==> config.mk <==
export PLATFORM = sky130hd
export DESIGN_NAME = wishbone_single_master
export DESIGN_NICKNAME = d
export VERILOG_FILES = /design/src/rtl/wishbone_single_master.sv
export SDC_FILE = /design/constraint.sdc
export NUM_CORES = 1
export LEC_CHECK = 0
export ABC_AREA = 1
export CORE_UTILIZATION = 60
export DETAILED_ROUTE_END_ITERATION = 10
export DONT_BUFFER_PORTS = 1
export GPL_TIMING_DRIVEN = 0
export PLACE_DENSITY = 0.76
export SETUP_SLACK_MARGIN = 0.2
export SLEW_MARGIN = 20
export SYNTH_ARGS = -nofsm -noshare
export SYNTH_HDL_FRONTEND = slang
export SYNTH_SLANG_ARGS = --single-unit
export TNS_END_PERCENT = 10
==> constraint.sdc <==
create_clock -name clk_i -period 1.95 [get_ports clk_i]
set_input_delay 0.4875 -clock clk_i [delete_from_list [all_inputs] [get_ports clk_i]]
set_output_delay 0.4875 -clock clk_i [all_outputs]
set_load 0.01 [all_outputs]
==> src/rtl/wishbone_single_master.sv <==
// Single-transfer Wishbone classic-cycle initiator: one command in, one response out,
// with err/ack/rty termination handling, bounded retry and a no-response timeout.
module wishbone_single_master #(
    parameter int unsigned TIMEOUT   = 255,
    parameter int unsigned MAX_RETRY = 3
) (
    input  logic        clk_i,
    input  logic        rst_n_i,
    input  logic        cmd_valid_i,
    output logic        cmd_ready_o,
    input  logic        cmd_wr_i,
    input  logic [15:0] cmd_adr_i,
    input  logic [7:0]  cmd_dat_i,
    output logic        rsp_valid_o,
    input  logic        rsp_ready_i,
    output logic [7:0]  rsp_dat_o,
    output logic [1:0]  rsp_status_o,
    output logic        cyc_o,
    output logic        stb_o,
    output logic        wr_o,
    output logic [15:0] adr_o,
    output logic [7:0]  dat_o,
    input  logic [7:0]  dat_i,
    input  logic        ack_i,
    input  logic        err_i,
    input  logic        rty_i
);
    localparam int unsigned AW = 16;
    localparam int unsigned DW = 8;
    localparam int unsigned TW = 16;
    localparam int unsigned RW = 4;

    localparam logic [1:0] S_IDLE = 2'd0;
    localparam logic [1:0] S_BUS  = 2'd1;
    localparam logic [1:0] S_GAP  = 2'd2;
    localparam logic [1:0] S_RESP = 2'd3;

    localparam logic [1:0] ST_OK         = 2'b00;
    localparam logic [1:0] ST_ERR        = 2'b01;
    localparam logic [1:0] ST_TIMEOUT    = 2'b10;
    localparam logic [1:0] ST_RETRY_FAIL = 2'b11;

    localparam logic [TW-1:0] TMO_LAST  = TW'(TIMEOUT - 1);
    localparam logic [RW-1:0] RETRY_MAX = RW'(MAX_RETRY);

    logic [1:0]    state_q, state_d;
    logic          wr_q, wr_d;
    logic [AW-1:0] adr_q, adr_d;
    logic [DW-1:0] dat_q, dat_d;
    logic [RW-1:0] retry_q, retry_d;
    logic [TW-1:0] tmo_q, tmo_d;
    logic [DW-1:0] rsp_dat_q, rsp_dat_d;
    logic [1:0]    rsp_status_q, rsp_status_d;
    logic          cyc_q, cyc_d;
    logic          rsp_valid_q, rsp_valid_d;

    always_ff @(posedge clk_i or negedge rst_n_i) begin
        if (!rst_n_i) begin
            state_q      <= S_IDLE;
            wr_q         <= 1'b0;
            adr_q        <= '0;
            dat_q        <= '0;
            retry_q      <= '0;
            tmo_q        <= '0;
            rsp_dat_q    <= '0;
            rsp_status_q <= ST_OK;
            cyc_q        <= 1'b0;
            rsp_valid_q  <= 1'b0;
        end else begin
            state_q      <= state_d;
            wr_q         <= wr_d;
            adr_q        <= adr_d;
            dat_q        <= dat_d;
            retry_q      <= retry_d;
            tmo_q        <= tmo_d;
            rsp_dat_q    <= rsp_dat_d;
            rsp_status_q <= rsp_status_d;
            cyc_q        <= cyc_d;
            rsp_valid_q  <= rsp_valid_d;
        end
    end

    // Next-state and datapath; bus and response strobes are registered from the next state.
    always_comb begin
        state_d      = state_q;
        wr_d         = wr_q;
        adr_d        = adr_q;
        dat_d        = dat_q;
        retry_d      = retry_q;
        tmo_d        = tmo_q;
        rsp_dat_d    = rsp_dat_q;
        rsp_status_d = rsp_status_q;

        case (state_q)
            S_IDLE: begin
                if (cmd_valid_i) begin
                    wr_d    = cmd_wr_i;
                    adr_d   = cmd_adr_i;
                    dat_d   = cmd_dat_i;
                    retry_d = '0;
                    tmo_d   = '0;
                    state_d = S_BUS;
                end
            end
            S_BUS: begin
                if (err_i) begin
                    rsp_status_d = ST_ERR;
                    rsp_dat_d    = '0;
                    state_d      = S_RESP;
                end else if (ack_i) begin
                    rsp_status_d = ST_OK;
                    rsp_dat_d    = wr_q ? '0 : dat_i;
                    state_d      = S_RESP;
                end else if (rty_i) begin
                    if (retry_q < RETRY_MAX) begin
                        retry_d = retry_q + RW'(1);
                        state_d = S_GAP;
                    end else begin
                        rsp_status_d = ST_RETRY_FAIL;
                        rsp_dat_d    = '0;
                        state_d      = S_RESP;
                    end
                end else if (tmo_q == TMO_LAST) begin
                    rsp_status_d = ST_TIMEOUT;
                    rsp_dat_d    = '0;
                    state_d      = S_RESP;
                end else begin
                    tmo_d = tmo_q + TW'(1);
                end
            end
            S_GAP: begin
                tmo_d   = '0;
                state_d = S_BUS;
            end
            S_RESP: begin
                if (rsp_ready_i) begin
                    state_d = S_IDLE;
                end
            end
            default: state_d = S_IDLE;
        endcase

        cyc_d       = (state_d == S_BUS);
        rsp_valid_d = (state_d == S_RESP);
    end

    assign cmd_ready_o  = (state_q == S_IDLE);
    assign rsp_valid_o  = rsp_valid_q;
    assign rsp_dat_o    = rsp_dat_q;
    assign rsp_status_o = rsp_status_q;
    assign cyc_o        = cyc_q;
    assign stb_o        = cyc_q;
    assign wr_o         = wr_q;
    assign adr_o        = adr_q;
    assign dat_o        = dat_q;

endmodule

==> reports/results.ini, run 1 <==
[run_status]
status=finished with violations
violations=hold timing

[clock_network]
numCtsBuffers=9
htreeDepth=3
clockBufferDepth=2
root_buffer=clkbuf_8
cts.clk_slew.worst_paths_ns=0.07
clock_latency_ns=0.33
cts_tree=yes
cts_sinks=59

[logic_synthesis]
synth_area_um2=2930
ys_warn_count=0
synth_cell_types=26
synth_top_area_share_pct=50.4
synth_top_area_cell=dfrtp_1
synthTopCellsByArea=dfrtp_1 50%, nand2_1 21%, nor2_1 5.1%
seq_area_frac_synth_pct=50.4
syn-num-nets=423
syn_avg_cell_area_um2=7.71
syn_inst=380
ys_seq_elements=59

[worst_setup_path]
worstSetupEndpointType=flop
reg2reg_depth=6
cp_max_fo=10
cpMostUsedCell=nand2_1
cp_cell_sequence=nor2_2 -> nand2_1 -> inv_2 -> buf_2 -> nand2_1 -> nand2_1
start_kind=flop
critical_path.top_delay_family=simple AND/OR/NAND/NOR gates
worstReg2RegEnd=adr_o[1]$_DFFE_PN0P_
cp_num_buf_inv=2
rrSetupSlack_ns=0.38
max_stage_delay_ns=0.44
slowest_stage=dfrtp_1
critical_path_class=flop to flop
r2r-start=state_q[1]$_DFF_PN0_
cp.arrival_ns=1.83
required_ns=2.21

[cells_and_area]
final_core_util_pct=67.8
area.sequential_um2=1480
synthToLayoutAreaGrowth_pct=9.27
multi_input_area_um2=1250
nFillCells=395
n_antenna_cell=0
nNetsFinal=434
drive_above_1_share_pct=10.4
layout.cells.non_filler=463

[power_and_ir_drop]
p_per_area_nw_per_um2=1350
irDropWorstVdd_v=0.000837
leakagePower_uw=0.00168
finalPower_uw=4330

[timing]
setup_viol=0
post-route-min-period_ns=1.57
finalCritPeriodShare_pct=80.3
clock-skew-final_ns=0.00769
hold-worst-slack_ns=-0.152
fmax_ghz=0.639
grt_setup_unrepaired=false
fin_tns_setup_ns=0
hold_viol=59
slew_violations=0
tightest_slew_ns=0.429
slew_headroom_pct=71.4

[floorplan]
io_pins=79
chipWidth_um=71.9
core_um2=4720
die-area_um2=5170
rows=25
die_y_um=71.9
start_util_pct=62.0

[detailed_routing]
drc=0
viasPerCell=5.22
drt_wl_total_um=5770
drt-pass1-iter-count=4
vias=2419
wl_per_cell_um=12.5
ant_nets=0
drtIter0Drc=170

[global_routing]
grt-ovfl-total=0
grt_pass1_wl_um=9600
grt_pass1_vias=2267
track_usage_pct=24.1
grt_max_degree=60
antenna_found_initial=0

[place]
place_inst=447
routabilityCongestion=0.873
portBuffers=0
hpwlAfterDp_um=4060

[worst_hold_path]
hold_class=input pin to async pin

[run]
drv_cap=0

## registers in the layout, indices dropped and copies added (netlist names)
register,cells
adr_o,16
cyc_o,1
dat_o,8
retry_q,4
rsp_dat_o,8
rsp_status_o,2
rsp_valid_o,1
state_q,2
tmo_q,16
wr_o,1
## cells in the mapped netlist
| library cell | number |
|---|---|
| xnor2_1 | 3 |
| inv_2 | 6 |
| buf_6 | 2 |
| o21ai_1 | 7 |
| clkbuf_1 | 2 |
| o31ai_1 | 1 |
| nand2_1 | 162 |
| nor2_4 | 1 |
| nand4_1 | 19 |
| nand3b_1 | 1 |
| o21bai_1 | 3 |
| o21ai_0 | 3 |
| ha_1 | 3 |
| nand2_2 | 2 |
| nand3_1 | 18 |
| or2_1 | 1 |
| buf_4 | 3 |
| nor2_1 | 40 |
| inv_1 | 28 |
| nand3_2 | 2 |
| o21ai_2 | 1 |
| dfrtp_1 | 59 |
| xor2_1 | 4 |
| buf_2 | 5 |
| nor2_2 | 3 |
| nand3_4 | 1 |
## how the worst max path moves through the flow
stage | from | to | slack (ns) | depth (start not counted)
after global placement | tmo_q[0]$_DFFE_PN0P_ | tmo_q[14]$_DFFE_PN0P_ | 0.40 | 7
final | state_q[1]$_DFF_PN0_ | adr_o[1]$_DFFE_PN0P_ | 0.38 | 6
after floorplan | err_i | tmo_q[14]$_DFFE_PN0P_ | 0.54 | 9
after detailed placement | tmo_q[1]$_DFFE_PN0P_ | tmo_q[14]$_DFFE_PN0P_ | 0.35 | 7
after CTS | tmo_q[1]$_DFFE_PN0P_ | tmo_q[14]$_DFFE_PN0P_ | 0.33 | 7
after global routing | tmo_q[1]$_DFFE_PN0P_ | tmo_q[14]$_DFFE_PN0P_ | 0.21 | 7
## cell families after synthesis
family | count (synthesis) | synth area share (%)
compound gates | 15 | 3.03
fa+ha+maj | 3 | 1.28
flops | 59 | 50.4
buf+inv | 46 | 7.00
xor+xnor | 7 | 2.09
simple gates | 250 | 36.2
## repair_timing
action                     CTS  global route
resized for setup            0             1
setup buffers                0             0
setup endpoints to repair    0             2
hold endpoints to repair    59            59
## through the flow
step           setup WS (ns)  cell area, um2
2_1_floorplan          0.542            2930
3_3_place_gp           0.399            3010
3_5_place_dp           0.345            3010
4_1_cts                0.326            3200
5_1_grt                0.206            3200
6_report               0.384            3200
## power by group
part	switching, uW	leakage (uW)	internal, uW
clock	462	0.0000971	586
sequential	451	0.000772	1640
combinational	790	0.000815	408
total	1700	0.00168	2630
## cell usage in the layout (no fill, tap or decap), types with 4 or more instances in the layout
cell type	instances
inv_1	28
nor2_2	4
dfrtp_1	59
buf_2	5
nor2_1	39
clkbuf_1	4
nand3_1	18
inv_2	6
nand4_1	19
nand2_1	162
clkbuf_8	9
o21ai_1	7
xor2_1	4
## layout make-up
type	count	area share, %
Sequential cell	59	46.1
Multi-Input combinational cell	275	39.1
Tap cell	67	2.62
Inverter	34	3.99
Clock inverter	5	1.68
Clock buffer	11	4.10
Buffer	12	2.42
## per-layer routing
layer	global-route usage (%)	part of all wire, %	vias up
met5	0	0	-
met4	8.93	0.69	0
met3	8.30	6.7	5
met2	36.9	45	70
met1	32.1	47	1132
li1	-	-	1212
Note: power is estimated with default switching activity, not from simulation.
==> run 2: changes to the inputs <==
==> constraint.sdc (replaced) <==
create_clock -name clk_i -period 1.6 [get_ports clk_i]
set_input_delay 0.4 -clock clk_i [delete_from_list [all_inputs] [get_ports clk_i]]
set_output_delay 0.4 -clock clk_i [all_outputs]
set_load 0.01 [all_outputs]
==> reports/results.ini, run 2 (same netlist as run 1, synthesis figures left out) <==
[cells_and_area]
final_common_cell=nand2_1
nNetsFinal=444
fin_area_um2=3430
drive_above_1_share_pct=18.0
n_antenna_cell=0
layout_common_cells=155 x nand2_1, 57 x dfrtp_1, 35 x nor2_1, 27 x inv_1, 19 x nand4_1
synthToLayoutAreaGrowth_pct=16.9

[floorplan]
start_util_pct=62.0
chipWidth_um=71.9
rows=25
die_y_um=71.9
die-area_um2=5170
io_pins=79
core_um2=4720

[worst_setup_path]
cpMostUsedCell=nand3_2
cp_num_buf_inv=2
worstSetupEndpointType=flop
cp_cell_sequence=inv_2 -> ha_4 -> nand3_2 -> nor2_4 -> nand3_2 -> nand3_4 -> buf_6 -> nand2_2 -> o21ai_1
critical_path.top_delay_family=simple AND/OR/NAND/NOR gates
start_kind=flop
critical_path_class=flop to flop
cp.arrival_ns=1.78
required_ns=1.85
cp_max_fo=8
max_stage_delay_ns=0.44
slowest_stage=dfrtp_2

[timing]
fin_tns_setup_ns=0
finalCritPeriodShare_pct=95.5
slew_headroom_pct=69.5
slew_violations=0
setup_viol=0
hold_viol=59
tightest_slew_ns=0.458
hold-worst-slack_ns=-0.247
grt_setup_unrepaired=true
clock-skew-final_ns=0.00757
fmax_ghz=0.655
post-route-min-period_ns=1.53

[power_and_ir_drop]
irDropWorstVdd_v=0.00106
p_per_area_nw_per_um2=1660
leakagePower_uw=0.00175
finalPower_uw=5700

[clock_network]
clockBufferDepth=2
root_buffer=clkbuf_8
clock_latency_ns=0.33
cts_sinks=59
cts.clk_slew.worst_paths_ns=0.07
numCtsBuffers=9
cts_tree=yes
htreeDepth=3

[global_routing]
grt_max_degree=60
track_usage_pct=25.1
grt-ovfl-total=0
antenna_found_initial=0
grt_pass1_wl_um=10000
grt_pass1_vias=2368

[worst_hold_path]
hold_class=input pin to async pin

[detailed_routing]
drt_wl_total_um=6310
dr_wl_met2_um=2920
drtIter0Drc=217
viasPerCell=5.37
wl_per_cell_um=13.3
routed.top_layer=met4
vias=2539
drc=0
met3RoutedLength_um=446
ant_nets=0
drt-pass1-iter-count=5
wirelength_met1_um=2810

[place]
portBuffers=0
placed_area_um2=3010
hpwlAfterDp_um=4060
routabilityCongestion=0.873

[run_status]
status=finished with violations
violations=hold timing

[run]
drv_cap=0

run 2: cell types whose count changed in the layout (fill, tap and decap cells not counted), sizes merged:
cell   change
buf        +9
nand3      +1
run 2: metal layers:
layer,up-vias,global-route usage (%)
met1,1193,32.1
met2,101,38.9
li1,1231,-
met4,0,10.5
met3,14,9.14
met5,-,0
run 2: worst reg2reg max path, cell delays in order (launching register included):
cell	delay, ns
dfrtp_2	0.44
inv_2	0.09
ha_4	0.12
nand3_2	0.07
nor2_4	0.15
nand3_2	0.12
nand3_4	0.17
buf_6	0.16
nand2_2	0.05
o21ai_1	0.07
run 2: area by class of cell:
cell class / count / area, um2
flip-flops and latches: 59 / 1480
multi-input cells: 276 / 1380
fillers: 359 / 1300
clock buffers: 11 / 131
inverters: 34 / 128
plain buffers: 12 / 90.1
well taps: 67 / 83.8
repair buffers: 9 / 78.8
clock inverters: 5 / 53.8
run 2: repair_timing:
action	4_1_cts	5_1_grt
gates resized for setup	15	27
endpoints found under the hold margin	59	59
setup endpoints to repair	49	52
pin swaps	3	5
cloned	3	0
buffers inserted	6	1
run 2: per-stage QoR:
| step | worst slack (ns) | util (%) | instances |
|---|---|---|---|
| floorplan | 0.244 | - | 380 |
| global placement | 0.0488 | 63.8 | 447 |
| detailed placement | -0.00477 | 63.8 | 447 |
| CTS | 0.127 | 70.2 | 472 |
| global route | 0.0178 | 72.5 | 473 |
| finish | 0.0723 | 72.5 | 473 |
run 2: path summary, 6_finish.rpt:
| kind | start | to | slack (ns) | cells after the start |
|---|---|---|---|---|
| max in group asynchronous | rst_n_i | tmo_q[0]$_DFFE_PN0P_ | 1.75 | 0 |
| min reg2reg | retry_q[1]$_DFFE_PN0P_ | retry_q[1]$_DFFE_PN0P_ | 0.49 | 2 |
| max reg2reg | tmo_q[0]$_DFFE_PN0P_ | tmo_q[1]$_DFFE_PN0P_ | 0.07 | 9 |
| min | rst_n_i | tmo_q[7]$_DFFE_PN0P_ | -0.25 | 0 |
| min in group clk_i | cmd_dat_i[5] | dat_o[5]$_DFFE_PN0P_ | 0.17 | 2 |
| max | tmo_q[0]$_DFFE_PN0P_ | tmo_q[1]$_DFFE_PN0P_ | 0.07 | 9 |
run 2: power by group:
group | switching (uW) | internal, uW
sequential | 577 | 2000
clock | 573 | 714
combinational | 1120 | 718
==> run 3: changes to the inputs <==
--- a/config.mk
+++ b/config.mk
@@ -6,10 +6,10 @@
 export NUM_CORES = 1
 export LEC_CHECK = 0
 export ABC_AREA = 1
+export ABC_CLOCK_PERIOD_IN_PS = 1600
 export CORE_UTILIZATION = 60
 export DETAILED_ROUTE_END_ITERATION = 10
 export DONT_BUFFER_PORTS = 1
-export GPL_TIMING_DRIVEN = 0
 export PLACE_DENSITY = 0.76
 export SETUP_SLACK_MARGIN = 0.2
 export SLEW_MARGIN = 20
==> reports/results.ini, run 3 (same netlist as run 1, synthesis figures left out) <==
[run_status]
status=finished with violations
violations=hold timing

[floorplan]
die-area_um2=5170
io_pins=79
core_um2=4720
die_y_um=71.9
start_util_pct=62.0
rows=25
chipWidth_um=71.9

[timing]
fmax_ghz=0.630
grt_setup_unrepaired=true
slew_violations=0
post-route-min-period_ns=1.59
hold-worst-slack_ns=-0.257
finalCritPeriodShare_pct=99.3
clock-skew-final_ns=0.00789
setup_viol=0
slew_headroom_pct=71.2
tightest_slew_ns=0.430
hold_viol=59

[power_and_ir_drop]
irDropWorstVdd_v=0.00107
finalPower_uw=6390
leakagePower_uw=0.00187
p_per_area_nw_per_um2=1760

[clock_network]
htreeDepth=3
cts_sinks=59
numCtsBuffers=9
root_buffer=clkbuf_8
clockBufferDepth=2
cts.clk_slew.worst_paths_ns=0.07
clock_latency_ns=0.34
cts_tree=yes

[detailed_routing]
drc=0
viasPerCell=5.44
wl_per_cell_um=14.5
drt_wl_total_um=7000
drtIter0Drc=213
ant_nets=0
drt-pass1-iter-count=7
vias=2621

[worst_setup_path]
cpMostUsedCell=nand2_1
cp_max_fo=5
worstSetupEndpointType=flop
worstReg2RegEnd=rsp_dat_o[6]$_DFFE_PN0P_
critical_path.top_delay_family=simple AND/OR/NAND/NOR gates
cp.arrival_ns=1.83
crit_start=tmo_q[4]$_DFFE_PN0P_
r2r-start=tmo_q[4]$_DFFE_PN0P_
cp_num_buf_inv=3
slowest_stage=dfrtp_1
reg2reg_depth=10
max_stage_delay_ns=0.44
crit_cells=10
rrSetupSlack_ns=0.01
start_kind=flop
cp_cell_sequence=nand2_2 -> inv_2 -> nand2_1 -> nor2_4 -> buf_6 -> nand2_4 -> nand3_4 -> buf_4 -> nand4_1 -> nand2_1
crit_path_end=rsp_dat_o[6]$_DFFE_PN0P_
critical_path_class=flop to flop
required_ns=1.84

[cells_and_area]
synthToLayoutAreaGrowth_pct=24.2
drive_above_1_share_pct=20.0
final_common_cell=nand2_1
fin_area_um2=3640
final_core_util_pct=77.0
n_antenna_cell=0
nFillCells=312
nNetsFinal=453
layout_common_cells=156 x nand2_1, 56 x dfrtp_1, 38 x nor2_1, 27 x inv_1, 20 x buf_4

[global_routing]
grt_max_degree=60
grt_pass1_vias=2313
track_usage_pct=26.3
grt_pass1_wl_um=10200
antenna_found_initial=0
grt-ovfl-total=0

[place]
placed_area_um2=3070
hpwlAfterDp_um=3990
portBuffers=0
routabilityCongestion=0.850

[worst_hold_path]
hold_class=input pin to async pin

[run]
drv_cap=0

==> run 3: metrics by stage <==
stage / cells / setup WS (ns) / TNS [ns]
2_1_floorplan: 380 / 0.244 / 0
3_3_place_gp: 451 / 0.0131 / 0
3_5_place_dp: 451 / 0.0134 / 0
4_1_cts: 478 / 0.120 / 0
5_1_grt: 482 / -0.0526 / -0.619
6_report: 482 / 0.0114 / 0
==> run 3: metal layers <==
| metal | share of wire [%] | vias up | GRT usage, % |
|---|---|---|---|
| met5 | 0 | - | 0 |
| met4 | 2.7 | 0 | 13.7 |
| met3 | 7.5 | 21 | 6.89 |
| met2 | 48 | 140 | 41.2 |
| met1 | 42 | 1207 | 33.6 |
| li1 | - | 1253 | - |
==> run 3: area by class of cell <==
| type | count | area (um2) | share of cell area (%) |
|---|---|---|---|
| sequential | 59 | 1480 | 40.7 |
| clock buffer | 12 | 145 | 3.99 |
| multi-input combinational | 276 | 1420 | 38.9 |
| timing repair buffer | 30 | 309 | 8.49 |
| tap | 67 | 83.8 | 2.30 |
| clock inverter | 4 | 73.8 | 2.03 |
| inverter | 34 | 130 | 3.58 |
==> run 3: power by group <==
group          internal [uW]  switching [uW]
sequential              2000             584
clock                    920             580
combinational           1070            1240
==> run 3: how the worst min path moves through the flow <==
| stage | startpoint | end | slack [ns] | cells past startpoint |
|---|---|---|---|---|
| after floorplan | rst_n_i | adr_o[0]$_DFFE_PN0P_ | 0.10 | 0 |
| after global placement | rst_n_i | tmo_q[11]$_DFFE_PN0P_ | 0.11 | 0 |
| after detailed placement | rst_n_i | tmo_q[13]$_DFFE_PN0P_ | 0.11 | 0 |
| after CTS | rst_n_i | tmo_q[12]$_DFFE_PN0P_ | -0.26 | 0 |
| after global routing | rst_n_i | tmo_q[12]$_DFFE_PN0P_ | -0.26 | 0 |
| final | rst_n_i | rsp_dat_o[4]$_DFFE_PN0P_ | -0.26 | 0 |
==> run 3: repair_timing <==
| action | 4_1_cts | 5_1_grt |
|---|---|---|
| setup endpoints to repair | 28 | 56 |
| buffers inserted | 10 | 2 |
| endpoints found under the hold margin | 59 | 59 |
| cloned | 1 | 2 |
| resized for setup | 23 | 25 |
| pin swaps | 7 | 5 |
